<file path="config.mk">
export PLATFORM = sky130hd
export DESIGN_NAME = top
export DESIGN_NICKNAME = d
export VERILOG_FILES = /design/src/rtl/top.sv
export SDC_FILE = /design/constraint.sdc
export NUM_CORES = 1
export LEC_CHECK = 0
export ABC_AREA = 1
export CAP_MARGIN = 20
export CELL_PAD_IN_SITES_DETAIL_PLACEMENT = 1
export CELL_PAD_IN_SITES_GLOBAL_PLACEMENT = 2
export CORE_MARGIN = 2
export CORE_UTILIZATION = 42
export DETAILED_ROUTE_END_ITERATION = 10
export PLACE_DENSITY_LB_ADDON = 0.15
export SLEW_MARGIN = 15
export SYNTH_ARGS = -nofsm -noshare
export SYNTH_HDL_FRONTEND = slang
export SYNTH_SLANG_ARGS = --single-unit
</file>
<file path="constraint.sdc">
create_clock -name clk -period 3.7 [get_ports clk]
set_clock_uncertainty 0.15 [all_clocks]
set_input_delay 0.555 -clock clk [delete_from_list [all_inputs] [get_ports clk]]
set_output_delay 0.555 -clock clk [all_outputs]
set_load 0.01 [all_outputs]
</file>
<file path="src/rtl/top.sv">
// Accumulator CPU: 8-clock instruction cycle over a 32x8 unified memory.
// Each instruction takes eight clocks and there is no backpressure; halt freezes the phase counter until rst.
module memory (
  input  logic       clk,
  input  logic [4:0] addr,
  input  logic       wr_en,
  input  logic [7:0] wr_dat,
  output logic [7:0] rd_dat
);
  reg [7:0] array [0:31];

  assign rd_dat = array[addr];

  always_ff @(posedge clk) begin
    if (wr_en) array[addr] <= wr_dat;
  end
endmodule

module top (
  input  logic clk,
  input  logic rst,
  output logic halt
);
  typedef enum logic [2:0] {
    INST_ADDR, INST_FETCH, INST_LOAD, IDLE, OP_ADDR, OP_FETCH, ALU_OP, STORE
  } phase_t;

  typedef enum logic [2:0] {
    OP_HLT, OP_SKZ, OP_ADD, OP_AND, OP_XOR, OP_LDA, OP_STO, OP_JMP
  } opcode_t;

  phase_t     phase_q, phase_d;
  logic [4:0] pc;
  logic [7:0] ir;
  logic [7:0] ac;
  logic [4:0] mem_addr;
  logic [7:0] mem_dat;
  logic       mem_wr_en;
  logic       zero;
  opcode_t    opcode;

  assign opcode    = opcode_t'(ir[7:5]);
  assign zero      = (ac == 8'd0);
  // First half of the cycle addresses the instruction, second half the operand.
  assign mem_addr  = phase_q[2] ? ir[4:0] : pc;
  assign mem_wr_en = !rst && (phase_q == STORE) && (opcode == OP_STO);

  memory memory_inst (
    .clk    (clk),
    .addr   (mem_addr),
    .wr_en  (mem_wr_en),
    .wr_dat (ac),
    .rd_dat (mem_dat)
  );

  always_ff @(posedge clk or posedge rst) begin
    if (rst) phase_q <= INST_ADDR;
    else     phase_q <= phase_d;
  end

  always_comb begin
    phase_d = phase_t'(phase_q + 3'd1);
    halt    = 1'b0;
    if (phase_q == OP_ADDR && opcode == OP_HLT) begin
      halt    = 1'b1;
      phase_d = phase_q;
    end
  end

  always_ff @(posedge clk or posedge rst) begin
    if (rst) begin
      pc <= 5'd0;
      ir <= 8'd0;
      ac <= 8'd0;
    end else begin
      case (phase_q)
        INST_LOAD, IDLE: ir <= mem_dat;
        OP_ADDR: begin
          if (opcode != OP_HLT) pc <= pc + 5'd1;
        end
        ALU_OP: begin
          if (opcode == OP_SKZ && zero) pc <= pc + 5'd1;
          if (opcode == OP_JMP)         pc <= ir[4:0];
        end
        STORE: begin
          case (opcode)
            OP_ADD:  ac <= ac + mem_dat;
            OP_AND:  ac <= ac & mem_dat;
            OP_XOR:  ac <= ac ^ mem_dat;
            OP_LDA:  ac <= mem_dat;
            OP_JMP:  pc <= ir[4:0];
            default: ;
          endcase
        end
        default: ;
      endcase
    end
  end
endmodule

</file>
* After elaboration in Yosys (flattened, before gate mapping)
Memory sizes are Yosys's and may differ from the RTL's. Index checks and enable logic that the tools add are counted.
Storage, ports and cells: bits in writable memories 256, output and inout bits 1, flip-flop bits (word level) 24, bits of input ports 2, logic and storage cells 48, memories kept 1, latch bits 0, ROM bits 0
Memory list:
- memory_inst.array | words 32, width 8, read ports 1, clocked after memory_dff 0, write ports 1, RTL line 10 | reg [7:0] array [0:31];
Operators by class: shifts and indexed selects 0, eq/ne operators 15, multipliers 0, reduce and logical (&&, ||, !) cells 13, $add $sub $neg 3, bitwise logic cells 2, mux-type cells 10, magnitude comparators 0, divide/modulo/power cells 0
Operators by type and width (number):
- $pmux W8 S4 | 1
- $mux W5 | 5
- $eq A3 B3 Y1 const B | 7
- $pmux W5 S3 | 1
- $eq A3 B2 Y1 const B | 4
- $add A8 B8 Y8 | 1
- $and A8 B8 Y8 | 1
- $logic_not A8 Y1 | 1
- $xor A8 B8 Y8 | 1
- $reduce_bool A3 Y1 | 2
- $add A5 B1 Y5 const B | 1
- $logic_and A1 B1 Y1 | 4
- $ne A2 B1 Y1 const B | 2
- $reduce_and A4 Y1 | 1
- $reduce_bool A4 Y1 | 1
- $add A3 B1 Y3 const B | 1
- $eq A3 B1 Y1 const B | 1
- $logic_not A3 Y1 | 1
- $mux W1 | 3
- $ne A3 B3 Y1 const B | 1
- $reduce_and A2 Y1 | 1
- $reduce_or A2 Y1 | 1
- $logic_not A1 Y1 | 1

* Depth between registers and ports, before layout
Gate-level depths: netlist of the first run.
depth after elaboration 5, depth in mapped cells 28, mapped depth without buffers 25

* Hierarchy
From an unflattened synthesis of the first run, not the netlist that was laid out.
Second synthesis, totals: cells, all modules 1326, area total of the unflattened synthesis 12670.9 um2
Modules (own cells, without submodules):
- memory | cells each 1055, area each 10827.9 um2, times used 1, sequential area each 7687.4 um2
- top | cells each 271, area each 1843.0 um2, times used 1, sequential area each 600.6 um2

* Worst setup path before layout of the first run
OpenSTA, ideal clock, no wires.
path kind register -> register, from reg phase_q[2], to reg ac[6], library setup time 0.113 ns, buffers on the path 3, period minus slack after synthesis 3.163 ns, path slack 0.537 ns, required time 3.437 ns, arrival 2.901 ns, stages on the path, launching flop included 24, cells stage by stage dfrtp_1 buf_6 nand2_2 nand2_2 buf_4 buf_2 nor2_1 nand2_1 nand3_1 nand2_1 nand2_1 nor2_1 nand2_1 inv_1 ha_1 fa_1 nand4_1 nand3_1 o21ai_0 nand2_1 inv_1 nand3_1 nand2_1 inv_1
Between the ends: word-level cells in the longest chain between the ends 4, elaborated cells between the ends (all ways) 8, those cells by class add/sub (1); eq/ne (1); mux (2); bitwise (2); reduce/logical (1); memory (1)
RTL lines:
- start: declaration | RTL line 32 | phase_t phase_q, phase_d;
- start signal: assignment | RTL line 58 | else phase_q <= phase_d;
- $mux W5 | RTL line 45 | assign mem_addr = phase_q[2] ? ir[4:0] : pc;
- $mem_v2 Z32 W8
- net mem_dat[0] | RTL line 37 | logic [7:0] mem_dat;
- $add A8 B8 Y8 | RTL line 87 | OP_ADD: ac <= ac + mem_dat;
- $pmux W8 S4 | RTL line 86 | case (opcode)
- end signal: assignment | RTL line 87
- end signal: assignment | RTL line 88 | OP_AND: ac <= ac & mem_dat;
- end signal: assignment | RTL line 89 | OP_XOR: ac <= ac ^ mem_dat;
- end: declaration | RTL line 35 | logic [7:0] ac;
The timed path passes the listed nets, and every way through them passes these cells. A chain may end at the register's enable or synchronous reset.

* Final worst setup path of the first run
from reg phase_q[2], to reg ac[4]
The elaborated chain is that of the path after synthesis.

==> results of run 1 <==
==> layer usage <==
metal	routed length, um	GRT usage, %
met1	15520	27.76
met2	17960	39.46
met3	907	2.208
met4	908	5.528
met5	0	0
==> kinds of logic (layout without fill, tap and decap cells) <==
group                    after synthesis  after routing  synth area share, %
AO/OA/AOI/OAI                        138            138                5.889
AND/OR/NAND/NOR                      671            673                20.98
buffers and inverters                220            314                6.895
adder cells (fa/ha/maj)               17             17                1.702
flip-flops                           280            280                64.06
XOR/XNOR                               7              7               0.4739
==> synth_stat cells, drive strengths merged <==
cell	instances	area share [%]
nand3	36	1.4
nor3	14	1.2
xor2	5	0.34
a31oi	2	0.097
nand2	523	15
nand4	1	0.048
nor2	90	2.6
a21oi	13	0.50
ha	16	1.5
a221oi	6	0.41
edfxtp	256	59
buf	29	1.3
a211oi	1	0.058
o21ai	111	4.6
dfrtp	24	4.6
and2	6	0.41
xnor2	2	0.14
clkbuf	13	0.39
or2	1	0.048
fa	1	0.15
inv	178	5.2
o22ai	5	0.24
==> worst paths after layout <==
path,from,end,cells past startpoint
worst max-delay path,phase_q[2],ac[4],17
worst min-delay path,rst,ir[5],3
worst max register to register,phase_q[2],ac[4],17
worst min register to register,phase_q[0],phase_q[0],1
max in group asynchronous,rst,phase_q[2],3
min in group clk,phase_q[0],phase_q[0],1
==> metrics by stage <==
step / util, % / instances / cell area, um2 / worst slack (ns) / hold WS [ns]
6_report: 49.29 / 1825 / 15000 / 0.2551 / 0.3257
3_5_place_dp: 45.63 / 1764 / 13880 / 0.09248 / 0.3865
3_3_place_gp: 45.63 / 1764 / 13880 / 0.1544 / 0.3432
4_1_cts: 49.03 / 1820 / 14920 / 0.07836 / 0.3157
5_1_grt: 49.29 / 1825 / 15000 / 0.001791 / 0.3654
2_1_floorplan: - / 1333 / 12940 / 0.5367 / 0.3187
==> worst max-delay path, stage by stage, from the launching register on <==
cell	delay [ns]
dfrtp_2	0.47
buf_4	0.20
nand2_1	0.12
o21ai_4	0.13
nor3_4	0.44
nand2_1	0.10
nand2_1	0.12
nor2_1	0.09
nand2_1	0.09
inv_1	0.05
ha_1	0.23
fa_1	0.46
a31oi_1	0.25
xor2_1	0.10
o21ai_0	0.17
inv_1	0.06
nand2_1	0.07
nand2_1	0.04
==> timing repair <==
| action | CTS | global route |
|---|---|---|
| buffers inserted | 0 | 3 |
| gates resized for setup | 0 | 12 |
| endpoints found under the setup margin | 0 | 5 |
==> power by group through the flow <==
stage          logic [mW]  registers (mW)  clock network [mW]
2_1_floorplan     0.00402            3.47                   0
3_3_place_gp      0.00880            3.47                   0
3_5_place_dp      0.00865            3.47                   0
4_1_cts           0.00868            3.40                3.18
5_1_grt           0.00943            3.40                3.28
6_report          0.00826            3.40                3.11
==> registers in the layout, indices dropped and copies added (netlist names) <==
name and cells:
ir 8, pc 5, ac 8, memory_inst.array 256, phase_q 3
==> placed cells by master, fill, tap and decap left out, types with 6 or more instances in the layout <==
cell,instances
nor2_1,85
nor3_4,7
edfxtp_1,256
clkbuf_8,7
clkbuf_16,31
nand3_1,36
buf_4,70
a21oi_1,13
ha_1,15
clkbuf_1,6
o21ai_0,86
o21ai_1,21
inv_1,173
nand2_1,518
a221oi_1,6
and2_4,6
dfrtp_1,23
==> final cells by class <==
type	count	area, um2
clock buffer	44	894.6
clock inverter	12	140.1
fill	3429	15430
inverter	178	675.6
multi-input combinational	835	3825
sequential	280	8289
tap	396	495.5
timing repair buffer	80	679.4
==> Flow_metrics.wiki, run 1 <==
{| class="wikitable"
! Metric !! Value
|-
| # hold bufs at CTS || 0
|-
| Flop pwr share || between 50% and 60%
|-
| Gate power share || less than 1%
|-
| Vias in the first global route || 9526
|-
| Number of unique standard cell types used by synthesis || 34
|-
| Final hold viol count || 0
|-
| Element type at the critical path end || flip-flop
|-
| Fraction of the yosys area taken by sequential cells || 64.06%
|-
| Psw || around 1.2 mW
|-
| Buffer depth of the longest clock path || 3
|-
| Violation count after the first detailed-routing iteration || 508
|-
| Upper clock frequency limit || ~290 MHz
|-
| Final setup violation count || 0
|-
| Lkg Pwr || roughly 6.3 nW
|-
| Fraction of the cycle the final worst path needs || between 90 and 100%
|-
| Remaining DRCs || 0
|-
| Internal reg-to-reg setup slack || 0.26 ns
|-
| Syn-to-layout area delta || 15.93%
|-
| Number of antenna violations at the first check in global routing || 0
|-
| Leftover overflow at the end of global routing || 0
|-
| Relative slew margins || 38.43%
|-
| Starting density of the core || a little over two fifths
|-
| Data required time of the critical path || 4.00 ns
|-
| Synth Warn # || 0
|-
| Number of max-slew violations in the final report || 0
|-
| Port Buffer Count || 2
|-
| Wire length of the first global-routing pass || approximately 54 mm
|-
| Clock root buffer master || clkbuf_16
|-
| Worst ir drop on vdd || 0.3699 mV
|-
| Routed len/inst || about 19 um
|-
| Clock tree from TritonCTS || yes
|-
| Detail Route Antenna Nets || 0
|-
| Core region area || slightly above 30000 um2
|-
| Total power draw || about 6.5 mW
|-
| Switching share of total power || between 10% and 20%
|-
| Proportion of power drawn by the clock network || about 48%
|-
| Int Pwr || 5.282 mW
|-
| Mean cell area of the mapped netlist || around 9.7 um2
|-
| Insertion delay of the later-clocked pin in the worst-skew pair || 0.57 ns
|-
| Cell area power density || roughly 430 nW/um2
|-
| Total standard cell area after synthesis || ~13000 um2
|-
| Antenna Cells || 0
|-
| Sum of net half-perimeters after detailed placement || approximately 24 mm
|-
| Register bit count reported by yosys || 280
|-
| Maximum number of pins on one net before global-route repair || 52
|-
| Ratio of routed vias to standard cells || between 5 and 6
|-
| Worst Tran Pin Value || between 0.9 and 1 ns
|-
| Overall die area || 32230 um2
|-
| Fraction of final layout cells with drive strength greater than 1 || between 10 and 15%
|-
| Die W || approximately 180 um
|-
| Sink Count || 280
|-
| Detailed-routing iteration count for the pre-antenna-repair pass || 4
|-
| Sort of element at the start of the critical path || flip-flop
|-
| Max-cap violations || 0
|-
| Row count || between 60 and 70
|-
| Number of buffers added by the clock tree synthesis step || 31
|-
| Crit path time final || about 3.4 ns
|-
| Data arrival time of the critical path || 3.74 ns
|-
| Worst-path clk slew || roughly 0.060 ns
|-
| Largest fanout on the critical path || 9
|-
| Number of placed I/O pins || 3
|-
| Syn_nets || 1352
|-
| Kind of path behind the tightest hold check || in2async
|-
| Via count of the routed design || 9178
|-
| Number of cells produced by synthesis || between 1k and 1.5k
|-
| TNS Setup || 0 ns
|-
| Setup repair after global routing missed its margin || no
|-
| Run status || finished, final reports clean
|-
| H-tree level count || 1
|-
| Post-layout net count || roughly 1.4k
|-
| Gr usage total || 21.72%
|-
| Total detailed-routing wirelength || about 35 mm
|-
| RePlAce Congestion || approximately 0.87
|-
| Type of the worst setup path || reg2reg
|-
| Chip Height || 179.5 um
|}
No activity file was read; power rests on OpenSTA's default activity.
==> run 2, diff against run 1 <==
--- a/config.mk
+++ b/config.mk
@@ -10,9 +10,10 @@
 export CELL_PAD_IN_SITES_DETAIL_PLACEMENT = 1
 export CELL_PAD_IN_SITES_GLOBAL_PLACEMENT = 2
 export CORE_MARGIN = 2
-export CORE_UTILIZATION = 42
+export CORE_UTILIZATION = 45
 export DETAILED_ROUTE_END_ITERATION = 10
 export PLACE_DENSITY_LB_ADDON = 0.15
+export RECOVER_POWER = 50
 export SLEW_MARGIN = 15
 export SYNTH_ARGS = -nofsm -noshare
 export SYNTH_HDL_FRONTEND = slang
==> constraint.sdc (replaced) <==
create_clock -name clk -period 4.25 [get_ports clk]
set_clock_uncertainty 0.15 [all_clocks]
set_input_delay 0.6375 -clock clk [delete_from_list [all_inputs] [get_ports clk]]
set_output_delay 0.6375 -clock clk [all_outputs]
set_load 0.01 [all_outputs]
==> Flow_metrics.wiki, run 2 (synthesis results as in run 1) <==
{| class="wikitable"
! Metric !! Value
|-
| # hold bufs at CTS || 0 (unchanged)
|-
| Core occupancy in the finished layout || 51.03% (was 49.29%)
|-
| Row count || 62 (was 64)
|-
| Wire length of the first global-routing pass || 53.50 mm (was 54.45 mm)
|-
| Cell area power density || 377.7 nW/um2 (was 434.9 nW/um2)
|-
| Final hold viol count || 0 (unchanged)
|-
| TNS Setup || 0 ns (unchanged)
|-
| Violated checks || max-capacitance violations, max-slew violations
|-
| Detail Route Antenna Nets || 0 (unchanged)
|-
| Insertion delay of the later-clocked pin in the worst-skew pair || 0.56 ns (was 0.57 ns)
|-
| Worst ir drop on vdd || 0.3538 mV (was 0.3699 mV)
|-
| Violation count after the first detailed-routing iteration || 447 (was 508)
|-
| Sum of net half-perimeters after detailed placement || 22.42 mm (was 23.65 mm)
|-
| Core region area || 28470 um2 (was 30430 um2)
|-
| Endpoint of the worst-slack reg-to-reg timing path || memory_inst.array[2][7] (was ac[4])
|-
| Data required time of the critical path || 4.29 ns (was 4.00 ns)
|-
| Max-cap violations || 4 (was 0)
|-
| Maximum number of pins on one net before global-route repair || 55 (was 52)
|-
| Number of max-slew violations in the final report || 141 (was 0)
|-
| Sort of element at the start of the critical path || flip-flop (unchanged)
|-
| Critical Path Start || phase_q[2] (unchanged)
|-
| Setup repair after global routing missed its margin || no (unchanged)
|-
| Type of the worst setup path || reg2reg (unchanged)
|-
| Setup repair bufs after CTS || 0 (unchanged)
|-
| Die W || 173.6 um (was 179.5 um)
|-
| Largest fanout on the critical path || 9 (unchanged)
|-
| Via count of the routed design || 8941 (was 9178)
|-
| Number of placed I/O pins || 3 (unchanged)
|-
| Total power draw || 5.488 mW (was 6.523 mW)
|-
| Starting density of the core || 45.45% (was 42.52%)
|-
| Kind of path behind the tightest hold check || reg2reg (was in2async)
|-
| Crit path time final || 3.888 ns (was 3.445 ns)
|-
| Run status || finished with violations (was finished, final reports clean)
|-
| Worst Tran Pin Value || 2.086 ns (was 0.9236 ns)
|-
| Routed len/inst || 19.14 um (was 19.34 um)
|-
| Internal reg-to-reg setup slack || 0.36 ns (was 0.26 ns)
|-
| Overall die area || 30120 um2 (was 32230 um2)
|-
| Vias in the first global route || 9353 (was 9526)
|-
| Launch point of the worst reg-to-reg path || phase_q[2] (unchanged)
|-
| Fraction of the cycle the final worst path needs || 91.49% (was 93.11%)
|-
| Sink Count || 280 (unchanged)
|-
| Port Buffer Count || 2 (unchanged)
|-
| Ratio of routed vias to standard cells || 5.043 (was 5.029)
|-
| Leftover overflow at the end of global routing || 0 (unchanged)
|-
| Register with the most flip-flops || memory_inst.array (unchanged)
|-
| Lkg Pwr || 6.000 nW (was 6.315 nW)
|-
| Fraction of final layout cells with drive strength greater than 1 || 7.415% (was 11.55%)
|-
| H-tree level count || 1 (unchanged)
|-
| Gr usage total || 23.14% (was 21.72%)
|-
| Element type at the critical path end || flip-flop (unchanged)
|-
| Upper clock frequency limit || 257.2 MHz (was 290.3 MHz)
|-
| Remaining DRCs || 0 (unchanged)
|-
| Flip-flop count of the largest register after layout || 256 (unchanged)
|-
| Data arrival time of the critical path || 3.92 ns (was 3.74 ns)
|-
| Most frequent cells in the layout || nand2_1 (519), edfxtp_1 (256), inv_1 (173), nor2_1 (90), o21ai_0 (86) (was nand2_1 (518), edfxtp_1 (256), inv_1 (173), o21ai_0 (86), nor2_1 (85))
|-
| Relative slew margins || -39.07% (was 38.43%)
|-
| Most common library cell in the layout ignoring fill and taps || nand2_1 (unchanged)
|-
| Chip Height || 173.6 um (was 179.5 um)
|-
| Detailed-routing iteration count for the pre-antenna-repair pass || 5 (was 4)
|-
| Post-layout net count || 1385 (was 1425)
|-
| Number of antenna violations at the first check in global routing || 0 (unchanged)
|-
| Count of cells along the worst register-to-register path || 6 (was 17)
|-
| Clock tree from TritonCTS || yes (unchanged)
|-
| Standard cell area after detailed placement || 13610 um2 (was 13880 um2)
|-
| Worst-path clk slew || 0.06 ns (about the same)
|-
| Critical path endpoint || memory_inst.array[2][7] (was ac[4])
|-
| Antenna Cells || 0 (unchanged)
|-
| Registers with the most flip-flops || memory_inst.array x256, ac x8, ir x8 (unchanged)
|-
| RePlAce Congestion || 0.8291 (was 0.8683)
|-
| Syn-to-layout area delta || 12.29% (was 15.93%)
|-
| Total non-filler cell area in the finished layout || 14530 um2 (was 15000 um2)
|-
| Final setup violation count || 0 (unchanged)
|-
| Total detailed-routing wirelength || 33.93 mm (was 35.30 mm)
|-
| Buffer depth of the longest clock path || 3 (unchanged)
|-
| Clock root buffer master || clkbuf_16 (unchanged)
|-
| Number of buffers added by the clock tree synthesis step || 30 (was 31)
|}
-- run 2: critical path: stages, from the launching register on --
cell	delay (ns)
dfrtp_2	0.52
clkbuf_1	0.36
ha_1	0.32
nand3_1	0.10
nor3_1	0.56
nand3_1	0.62
nor2_1	0.88
-- run 2: cell type report --
class / count / area [um2]
Sequential cell: 280 / 8289
Tap cell: 384 / 480.5
Timing Repair Buffer: 43 / 352.8
Clock inverter: 17 / 140.1
Fill cell: 3178 / 13940
Inverter: 178 / 675.6
Clock buffer: 38 / 810.8
Multi-Input combinational cell: 833 / 3780
-- run 2: timing repair --
item / in CTS / in global routing
endpoints found under the hold margin: 0 / 0
resized for setup: 0 / 1
setup endpoints to repair: 0 / 2
-- run 2: through the flow --
stage | std cells | setup WS, ns | hold slack (ns)
6_report | 1773 | 0.3618 | 0.3531
5_1_grt | 1773 | 0.09699 | 0.3990
4_1_cts | 1772 | 0.2775 | 0.3554
3_5_place_dp | 1717 | 0.2656 | 0.3425
3_3_place_gp | 1717 | 0.3119 | 0.3467
2_1_floorplan | 1333 | 1.087 | 0.3187
-- run 2: worst min-delay path by stage --
stage	depth (start not counted)	slack, ns	endpoint	from
finish	1	0.35	phase_q[0]	phase_q[0]
global route	1	0.40	phase_q[0]	phase_q[0]
CTS	1	0.36	phase_q[0]	phase_q[0]
detailed placement	1	0.34	phase_q[0]	phase_q[0]
global placement	1	0.35	phase_q[0]	phase_q[0]
floorplan	1	0.32	phase_q[0]	phase_q[0]
-- run 2: routing by layer --
metal  vias up  part of all wire (%)  global-route usage (%)
met5         -                     0                       0
met4         0                   2.4                   5.685
met3        47                   2.8                   2.610
met2       120                    50                   40.93
met1      4410                    45                   30.55
li1       4364                     -                       -
-- run 2: where the power goes --
part	internal, mW	switching (mW)
logic	0.000849	0.00561
clock network	1.46	1.06
registers	2.96	0
total	4.43	1.06
==> run 3, diff against run 2 <==
--- a/config.mk
+++ b/config.mk
@@ -14,6 +14,7 @@
 export DETAILED_ROUTE_END_ITERATION = 10
 export PLACE_DENSITY_LB_ADDON = 0.15
 export RECOVER_POWER = 50
+export SKIP_LAST_GASP = 1
 export SLEW_MARGIN = 15
 export SYNTH_ARGS = -nofsm -noshare
 export SYNTH_HDL_FRONTEND = slang
==> results of run 3 <==
Same layout as run 2: the final DEF is identical, and so are final timing and power.
